$ cat config.mk
export PLATFORM = sky130hd
export DESIGN_NAME = i2c_byte_sequencer_flat
export DESIGN_NICKNAME = d
export VERILOG_FILES = /design/src/rtl/i2c_byte_sequencer_if.sv /design/src/rtl/i2c_byte_sequencer.sv /design/src/flat_wrapper.sv
export SDC_FILE = /design/constraint.sdc
export NUM_CORES = 1
export LEC_CHECK = 0
export ABC_AREA = 1
export ABC_CLOCK_PERIOD_IN_PS = 2160
export CAP_MARGIN = 20
export CELL_PAD_IN_SITES_DETAIL_PLACEMENT = 1
export CELL_PAD_IN_SITES_GLOBAL_PLACEMENT = 1
export CORE_MARGIN = 4
export CORE_UTILIZATION = 43
export CTS_BUF_LIST = sky130_fd_sc_hd__clkbuf_8
export CTS_CLUSTER_SIZE = 24
export DETAILED_ROUTE_END_ITERATION = 12
export GPL_TIMING_DRIVEN = 0
export HOLD_SLACK_MARGIN = 0.05
export PLACE_DENSITY_LB_ADDON = 0.1
export SYNTH_ARGS = -nofsm -noshare
export SYNTH_HDL_FRONTEND = slang
export SYNTH_SLANG_ARGS = --single-unit
export TNS_END_PERCENT = 30
$ cat constraint.sdc
create_clock -name clk -period 2.16 [get_ports clk]
set_input_delay 0.648 -clock clk [delete_from_list [all_inputs] [get_ports clk]]
set_output_delay 0.648 -clock clk [all_outputs]
set_load 0.05 [all_outputs]
$ cat src/rtl/i2c_byte_sequencer_if.sv
// Command/response handshake and open-drain pad bundle for i2c_byte_sequencer.
// master: host and pad side (commands, sda_in); slave: the sequencer itself.
interface i2c_byte_sequencer_if;
  logic       cmd_valid;
  logic       cmd_ready;
  logic       cmd_start;
  logic       cmd_stop;
  logic       cmd_read;
  logic       cmd_ack;
  logic [7:0] tx_data;
  logic       rsp_valid;
  logic [7:0] rx_data;
  logic       rx_ack;
  logic       arb_lost;
  logic       busy;
  logic       scl_oe;
  logic       sda_oe;
  logic       sda_in;

  modport master (
    output cmd_valid, cmd_start, cmd_stop,
    output cmd_read, cmd_ack, tx_data, sda_in,
    input  cmd_ready, rsp_valid, rx_data,
    input  rx_ack, arb_lost, busy,
    input  scl_oe, sda_oe
  );

  modport slave (
    input  cmd_valid, cmd_start, cmd_stop,
    input  cmd_read, cmd_ack, tx_data, sda_in,
    output cmd_ready, rsp_valid, rx_data,
    output rx_ack, arb_lost, busy,
    output scl_oe, sda_oe
  );
endinterface

$ cat src/rtl/i2c_byte_sequencer.sv
// Single-master I2C byte sequencer: START, 8 data bits, ACK slot, STOP.
// Ports: clk, rst (async, active-high), bus (i2c_byte_sequencer_if.slave).
module i2c_byte_sequencer #(
  parameter int CLK_DIV = 4
) (
  input logic                 clk,
  input logic                 rst,
  i2c_byte_sequencer_if.slave bus
);
  typedef enum logic [2:0] {
    IDLE, START, DATA, STOP, HOLD
  } state_t;

  localparam logic [7:0] QMAX = 8'(CLK_DIV - 1);

  state_t     r_state, w_state;
  logic [7:0] r_q, w_q;
  logic [1:0] r_p, w_p;
  logic [3:0] r_b, w_b;
  logic       r_stop, w_stop;
  logic       r_read, w_read;
  logic       r_ack, w_ack;
  logic [7:0] r_tx, w_tx;
  logic [7:0] r_rx, w_rx;
  logic       r_rx_ack, w_rx_ack;
  logic       r_scl, w_scl;
  logic       r_sda, w_sda;
  logic       r_rsp, w_rsp;
  logic       r_arb, w_arb;
  logic       r_rdy, r_busy;
  logic       w_acc, w_last, w_smp;
  logic [2:0] w_idx, w_nidx;

  always_comb begin
    w_acc    = bus.cmd_valid && r_rdy;
    w_last   = (r_q == QMAX);
    w_smp    = (r_state == DATA) &&
               (r_p == 2'd1) && w_last;
    w_idx    = 3'd7 - r_b[2:0];
    w_state  = r_state;
    w_q      = w_last ? 8'd0 : r_q + 8'd1;
    w_p      = r_p;
    w_b      = r_b;
    w_stop   = r_stop;
    w_read   = r_read;
    w_ack    = r_ack;
    w_tx     = r_tx;
    w_rx     = r_rx;
    w_rx_ack = r_rx_ack;
    w_rsp    = 1'b0;
    w_arb    = 1'b0;

    if (w_smp) begin
      if (r_b[3])
        w_rx_ack = bus.sda_in;
      else if (r_read)
        w_rx = {r_rx[6:0], bus.sda_in};
      else if (r_tx[w_idx] && !bus.sda_in)
        w_arb = 1'b1;
    end

    if (w_acc) begin
      w_stop = bus.cmd_stop;
      w_read = bus.cmd_read;
      w_ack  = bus.cmd_ack;
      w_tx   = bus.tx_data;
    end

    unique case (r_state)
      IDLE: begin
        w_q = 8'd0;
        if (w_acc) begin
          w_state = START;
          w_p     = 2'd1;
        end
      end
      HOLD: begin
        w_q = 8'd0;
        if (w_acc) begin
          w_p     = 2'd0;
          w_b     = 4'd0;
          w_state = bus.cmd_start ? START : DATA;
        end
      end
      START: begin
        if (w_last) begin
          w_p = r_p + 2'd1;
          if (r_p == 2'd3) begin
            w_state = DATA;
            w_b     = 4'd0;
          end
        end
      end
      DATA: begin
        if (w_arb) begin
          w_state = IDLE;
          w_q     = 8'd0;
          w_p     = 2'd0;
          w_b     = 4'd0;
        end else if (w_last) begin
          w_p = r_p + 2'd1;
          if (r_p == 2'd3) begin
            if (r_b[3]) begin
              w_b     = 4'd0;
              w_rsp   = 1'b1;
              w_state = r_stop ? STOP : HOLD;
            end else begin
              w_b = r_b + 4'd1;
            end
          end
        end
      end
      STOP: begin
        if (w_last) begin
          w_p = r_p + 2'd1;
          if (r_p == 2'd3)
            w_state = IDLE;
        end
      end
      default: w_state = IDLE;
    endcase

    // Pad drive is decoded from the next state so it lands
    // in the same register stage as the state itself.
    w_nidx = 3'd7 - w_b[2:0];
    w_scl  = 1'b0;
    w_sda  = 1'b0;
    unique case (w_state)
      HOLD: w_scl = 1'b1;
      START: begin
        w_scl = ~(w_p[0] ^ w_p[1]);
        w_sda = w_p[1];
      end
      DATA: begin
        w_scl = ~(w_p[0] ^ w_p[1]);
        w_sda = w_b[3] ? (w_read & ~w_ack)
                       : (~w_read & ~w_tx[w_nidx]);
      end
      STOP: begin
        w_scl = (w_p == 2'd0);
        w_sda = ~w_p[1];
      end
      default: begin
        w_scl = 1'b0;
        w_sda = 1'b0;
      end
    endcase
  end

  always_ff @(posedge clk or posedge rst) begin
    if (rst) begin
      r_state  <= IDLE;
      r_q      <= 8'd0;
      r_p      <= 2'd0;
      r_b      <= 4'd0;
      r_stop   <= 1'b0;
      r_read   <= 1'b0;
      r_ack    <= 1'b0;
      r_tx     <= 8'h00;
      r_rx     <= 8'h00;
      r_rx_ack <= 1'b0;
      r_scl    <= 1'b0;
      r_sda    <= 1'b0;
      r_rsp    <= 1'b0;
      r_arb    <= 1'b0;
      r_rdy    <= 1'b0;
      r_busy   <= 1'b0;
    end else begin
      r_state  <= w_state;
      r_q      <= w_q;
      r_p      <= w_p;
      r_b      <= w_b;
      r_stop   <= w_stop;
      r_read   <= w_read;
      r_ack    <= w_ack;
      r_tx     <= w_tx;
      r_rx     <= w_rx;
      r_rx_ack <= w_rx_ack;
      r_scl    <= w_scl;
      r_sda    <= w_sda;
      r_rsp    <= w_rsp;
      r_arb    <= w_arb;
      r_rdy    <= (w_state == IDLE) ||
                  (w_state == HOLD);
      r_busy   <= (w_state != IDLE);
    end
  end

  assign bus.cmd_ready = r_rdy;
  assign bus.busy      = r_busy;
  assign bus.rsp_valid = r_rsp;
  assign bus.arb_lost  = r_arb;
  assign bus.rx_data   = r_rx;
  assign bus.rx_ack    = r_rx_ack;
  assign bus.scl_oe    = r_scl;
  assign bus.sda_oe    = r_sda;
endmodule

$ cat src/flat_wrapper.sv
// flat-port wrapper written by rule: the top's interface ports become plain ports
module i2c_byte_sequencer_flat 
#(
  parameter int CLK_DIV = 4
)
  (clk, rst, bus_cmd_valid, bus_cmd_start, bus_cmd_stop, bus_cmd_read, bus_cmd_ack, bus_tx_data, bus_sda_in, bus_cmd_ready, bus_rsp_valid, bus_rx_data, bus_rx_ack, bus_arb_lost, bus_busy, bus_scl_oe, bus_sda_oe);
  i2c_byte_sequencer_if bus_i ();
  input logic clk;
  input logic rst;
  input wire logic [$bits(bus_i.cmd_valid)-1:0] bus_cmd_valid;
  input wire logic [$bits(bus_i.cmd_start)-1:0] bus_cmd_start;
  input wire logic [$bits(bus_i.cmd_stop)-1:0] bus_cmd_stop;
  input wire logic [$bits(bus_i.cmd_read)-1:0] bus_cmd_read;
  input wire logic [$bits(bus_i.cmd_ack)-1:0] bus_cmd_ack;
  input wire logic [$bits(bus_i.tx_data)-1:0] bus_tx_data;
  input wire logic [$bits(bus_i.sda_in)-1:0] bus_sda_in;
  output wire logic [$bits(bus_i.cmd_ready)-1:0] bus_cmd_ready;
  output wire logic [$bits(bus_i.rsp_valid)-1:0] bus_rsp_valid;
  output wire logic [$bits(bus_i.rx_data)-1:0] bus_rx_data;
  output wire logic [$bits(bus_i.rx_ack)-1:0] bus_rx_ack;
  output wire logic [$bits(bus_i.arb_lost)-1:0] bus_arb_lost;
  output wire logic [$bits(bus_i.busy)-1:0] bus_busy;
  output wire logic [$bits(bus_i.scl_oe)-1:0] bus_scl_oe;
  output wire logic [$bits(bus_i.sda_oe)-1:0] bus_sda_oe;
  assign bus_i.cmd_valid = bus_cmd_valid;
  assign bus_i.cmd_start = bus_cmd_start;
  assign bus_i.cmd_stop = bus_cmd_stop;
  assign bus_i.cmd_read = bus_cmd_read;
  assign bus_i.cmd_ack = bus_cmd_ack;
  assign bus_i.tx_data = bus_tx_data;
  assign bus_i.sda_in = bus_sda_in;
  assign bus_cmd_ready = bus_i.cmd_ready;
  assign bus_rsp_valid = bus_i.rsp_valid;
  assign bus_rx_data = bus_i.rx_data;
  assign bus_rx_ack = bus_i.rx_ack;
  assign bus_arb_lost = bus_i.arb_lost;
  assign bus_busy = bus_i.busy;
  assign bus_scl_oe = bus_i.scl_oe;
  assign bus_sda_oe = bus_i.sda_oe;
  i2c_byte_sequencer #(.CLK_DIV(CLK_DIV)) u_core (.clk(clk), .rst(rst), .bus(bus_i));
endmodule
==> impl_metrics.ini, run 1 <==
[sta]
rsz0062_at_grt = yes
hold_viol = 0
min_period_ps = 2120
finClkSkew_ps = 7.65
timing.fmax_mhz = 471
tightest_slew_ps = 511
timing.final.setup_violations = 0
drv_slew = 0
relSlewSlack_pct = 65.9
fin_setup_tns_ps = 0
fin_crit_sh_pct = 98.3

[synthesis]
postSynthAreaPerCell_um2 = 8.11
yosysSeqAreaShare_pct = 44.4
synth-seq-cells = 43
yosysMostFrequentCell = nand2_1
yosys_warnings = 0
ys.flop_type = dfrtp_1
syn_area_mm2 = 0.00242
yosysTopAreaCell = dfrtp_1
synthTopCellsByArea = dfrtp_1 44%, nand2_1 11%, nand3_1 6.2%
synth_edf_count = 0
ys_types = 33
syn_nets = 320
yosys.area.top_type_share_pct = 44.4
async_reset_ff_share_pct = 100
synthTopCellsByCount = 71 x nand2_1, 43 x dfrtp_1, 37 x inv_1
syn-instance-count = 299

[setup_path]
cp.arrival_ps = 2310
crit_type = input port to flip-flop
cp.required_ps = 2350
start_kind = input port
worstRegToRegCells = 13
critPathCaptureType = flip-flop
reg2reg_to = u_core.bus.scl_oe
critPathMaxFanout = 5
rrSetupSlack_ps = 60
r2r-start = u_core.r_state[2]

[clock_tree]
clock_latency_ps = 300
htreeDepth = 2
clk_pin_slew_worst_paths_ps = 80
cts_buffer_depth = 2
cts_tree = done
holdBufCountCts = 0
cts.sinks = 43
cts-root-buf = clkbuf_8
cts_buffers = 5

[routing]
avgRoutedWirePerCell_um = 15.2
drt_wl_total_um = 6460
viasPerCell = 5.18
drc = 0
vias = 2200
ant_nets = 0
drtIter0Drc = 64
first_pass_iters = 5

[floorplanning]
core_area_mm2 = 0.00547
initial_core_util_pct = 44.3
die_y_um = 83.1
chipWidth_um = 83.1
die_area_mm2 = 0.00690
ioPinCount = 31
num_rows = 27

[place]
gp_congestion = 0.799
port_buffers = 30
hpwl_um = 4500

[layout]
register_area_mm2 = 0.00108
areaGrowthSynthToFinish_pct = 30.6
drive_gt1_share_pct = 24.9
multiInputGateArea_mm2 = 0.00125
fillers = 660
post-route-util_pct = 57.9
antenna_cells = 0
fin_nets = 374

[global_route]
grt_overflow_total = 0
antenna_found_initial = 0
grt_max_degree = 25
grt_use_total_pct = 17.8
grt_pass1_vias = 2126
grt_pass1_wl_um = 10000

[power]
p_sw_share_pct = 42.5
p_int_mw = 1.88
power.density_mw_per_mm2 = 1030
p_sw_mw = 1.39
p_leak_nw = 1.61
irDropWorstVdd_mv = 0.714
pwr-share-clk_pct = 16.0
combPwrFrac_pct = 48.7
seq_power_share_pct = 35.2

[min_path]
holdCritStartpoint = u_core.bus.rx_ack
min_to = u_core.bus.rx_ack
holdPathStages = 2
hold_class = flip-flop to flip-flop

[run_status]
status = completed

[flow_run]
max-cap-violations = 0
-- power groups by stage --
stage               Sequential (mW)  Clock (mW)  Combinational (mW)
floorplan                      1.26           0               0.864
global placement               1.15           0                1.29
detailed placement             1.16           0                1.33
CTS                            1.15       0.542                1.38
global route                   1.17       0.584                1.78
finish                         1.15       0.524                1.59
-- worst max-delay path by stage --
stage                         startpoint                end
floorplan           u_core.bus.cmd_ready  u_core.bus.scl_oe
global placement           bus_cmd_valid  u_core.bus.sda_oe
detailed placement         bus_cmd_valid  u_core.bus.sda_oe
CTS                           bus_sda_in  u_core.bus.scl_oe
global route               u_core.r_p[1]  u_core.bus.scl_oe
finish                        bus_sda_in  u_core.bus.scl_oe
-- routing by layer --
| layer | track usage [%] | wire length (µm) | vias to the layer above |
|---|---|---|---|
| met5 | 0 | 0 | - |
| met4 | 4.31 | 87 | 0 |
| met3 | 3.57 | 242 | 9 |
| met2 | 29.7 | 3260 | 41 |
| met1 | 23.8 | 2870 | 1084 |
| li1 | - | - | 1066 |
-- sequential cells by signal, summed over array words and instances, names as in the netlist --
| name | flops |
|---|---|
| u_core.bus.sda_oe | 1 |
| u_core.r_q | 8 |
| u_core.r_tx | 8 |
| u_core.bus.rsp_valid | 1 |
| u_core.bus.scl_oe | 1 |
| u_core.r_stop | 1 |
| u_core.bus.busy | 1 |
| u_core.bus.cmd_ready | 1 |
| u_core.r_ack | 1 |
| u_core.r_read | 1 |
| u_core.bus.rx_data | 8 |
| u_core.r_state | 3 |
| u_core.bus.rx_ack | 1 |
| u_core.r_p | 2 |
| u_core.bus.arb_lost | 1 |
| u_core.r_b | 4 |
-- cells by family after synthesis --
kind of cell,count (synthesis),synth area share (%)
AND/OR/NAND/NOR,165,34.9
buffers and inverters,50,8.05
flip-flops,43,44.4
AO/OA/AOI/OAI,32,8.51
adder cells (fa/ha/maj),5,2.58
XOR/XNOR,3,1.08
multiplexers,1,0.464
-- critical path: stages --
cell and delay [ps]:
clkdlybuf4s50_1 480, inv_2 50, nand2_2 80, nor2_4 40, nand2_4 100, nand2_4 80
o21ai_4 80, o21ai_1 90, nand3_1 90, o21ai_2 70, ha_1 280, inv_1 40
a22oi_2 120, nand2_1 60
-- cells in the final DEF, fill, tap and decap left out, drive strengths merged --
| cell | count |
|---|---|
| nor3 | 9 |
| nor2 | 31 |
| mux2 | 1 |
| a32oi | 1 |
| and3 | 1 |
| nand4 | 4 |
| dfrtp | 43 |
| xor2 | 3 |
| a21oi | 9 |
| or2 | 1 |
| dlygate4sd2 | 1 |
| ha | 5 |
| a211oi | 1 |
| clkinv | 1 |
| nor3b | 2 |
| a22oi | 2 |
| buf | 19 |
| clkdlybuf4s50 | 25 |
| dlymetal6s2s | 4 |
| o211ai | 1 |
| nand3 | 33 |
| clkbuf | 8 |
| o2111ai | 1 |
| nand2 | 84 |
| inv | 46 |
| o21ai | 17 |
-- area by class of cell --
type | instances | area share, %
Multi-Input combinational cell | 206 | 39.5
Tap cell | 72 | 2.84
Sequential cell | 43 | 34.1
Clock buffer | 6 | 2.61
Clock inverter | 1 | 0.158
Timing Repair Buffer | 47 | 14.2
Buffer | 4 | 0.869
Inverter | 46 | 5.69
-- through the flow --
| step | cells | power, mW | worst slack [ps] | area, µm² | hold slack (ps) |
|---|---|---|---|---|---|
| floorplan | 299 | 2.13 | 124 | 2420 | 444 |
| global placement | 401 | 2.45 | -569 | 2820 | 457 |
| detailed placement | 402 | 2.49 | -623 | 2840 | 478 |
| CTS | 412 | 3.07 | -13.1 | 2970 | 494 |
| global route | 425 | 3.53 | -87.5 | 3170 | 550 |
| finish | 425 | 3.27 | 36.0 | 3170 | 502 |
-- timing repair --
action / CTS / global route
gates resized for setup: 10 / 30
endpoints found under the setup margin: 6 / 20
pin swaps: 2 / 13
buffers inserted: 3 / 13
Note: power is estimated with default switching activity, not from simulation.
==> run 2: changes to the inputs <==
Settings changed: GPL_ROUTABILITY_DRIVEN from default to 0.
==> results of run 2 <==
No change in the layout: final DEF, timing and power equal those of run 1.
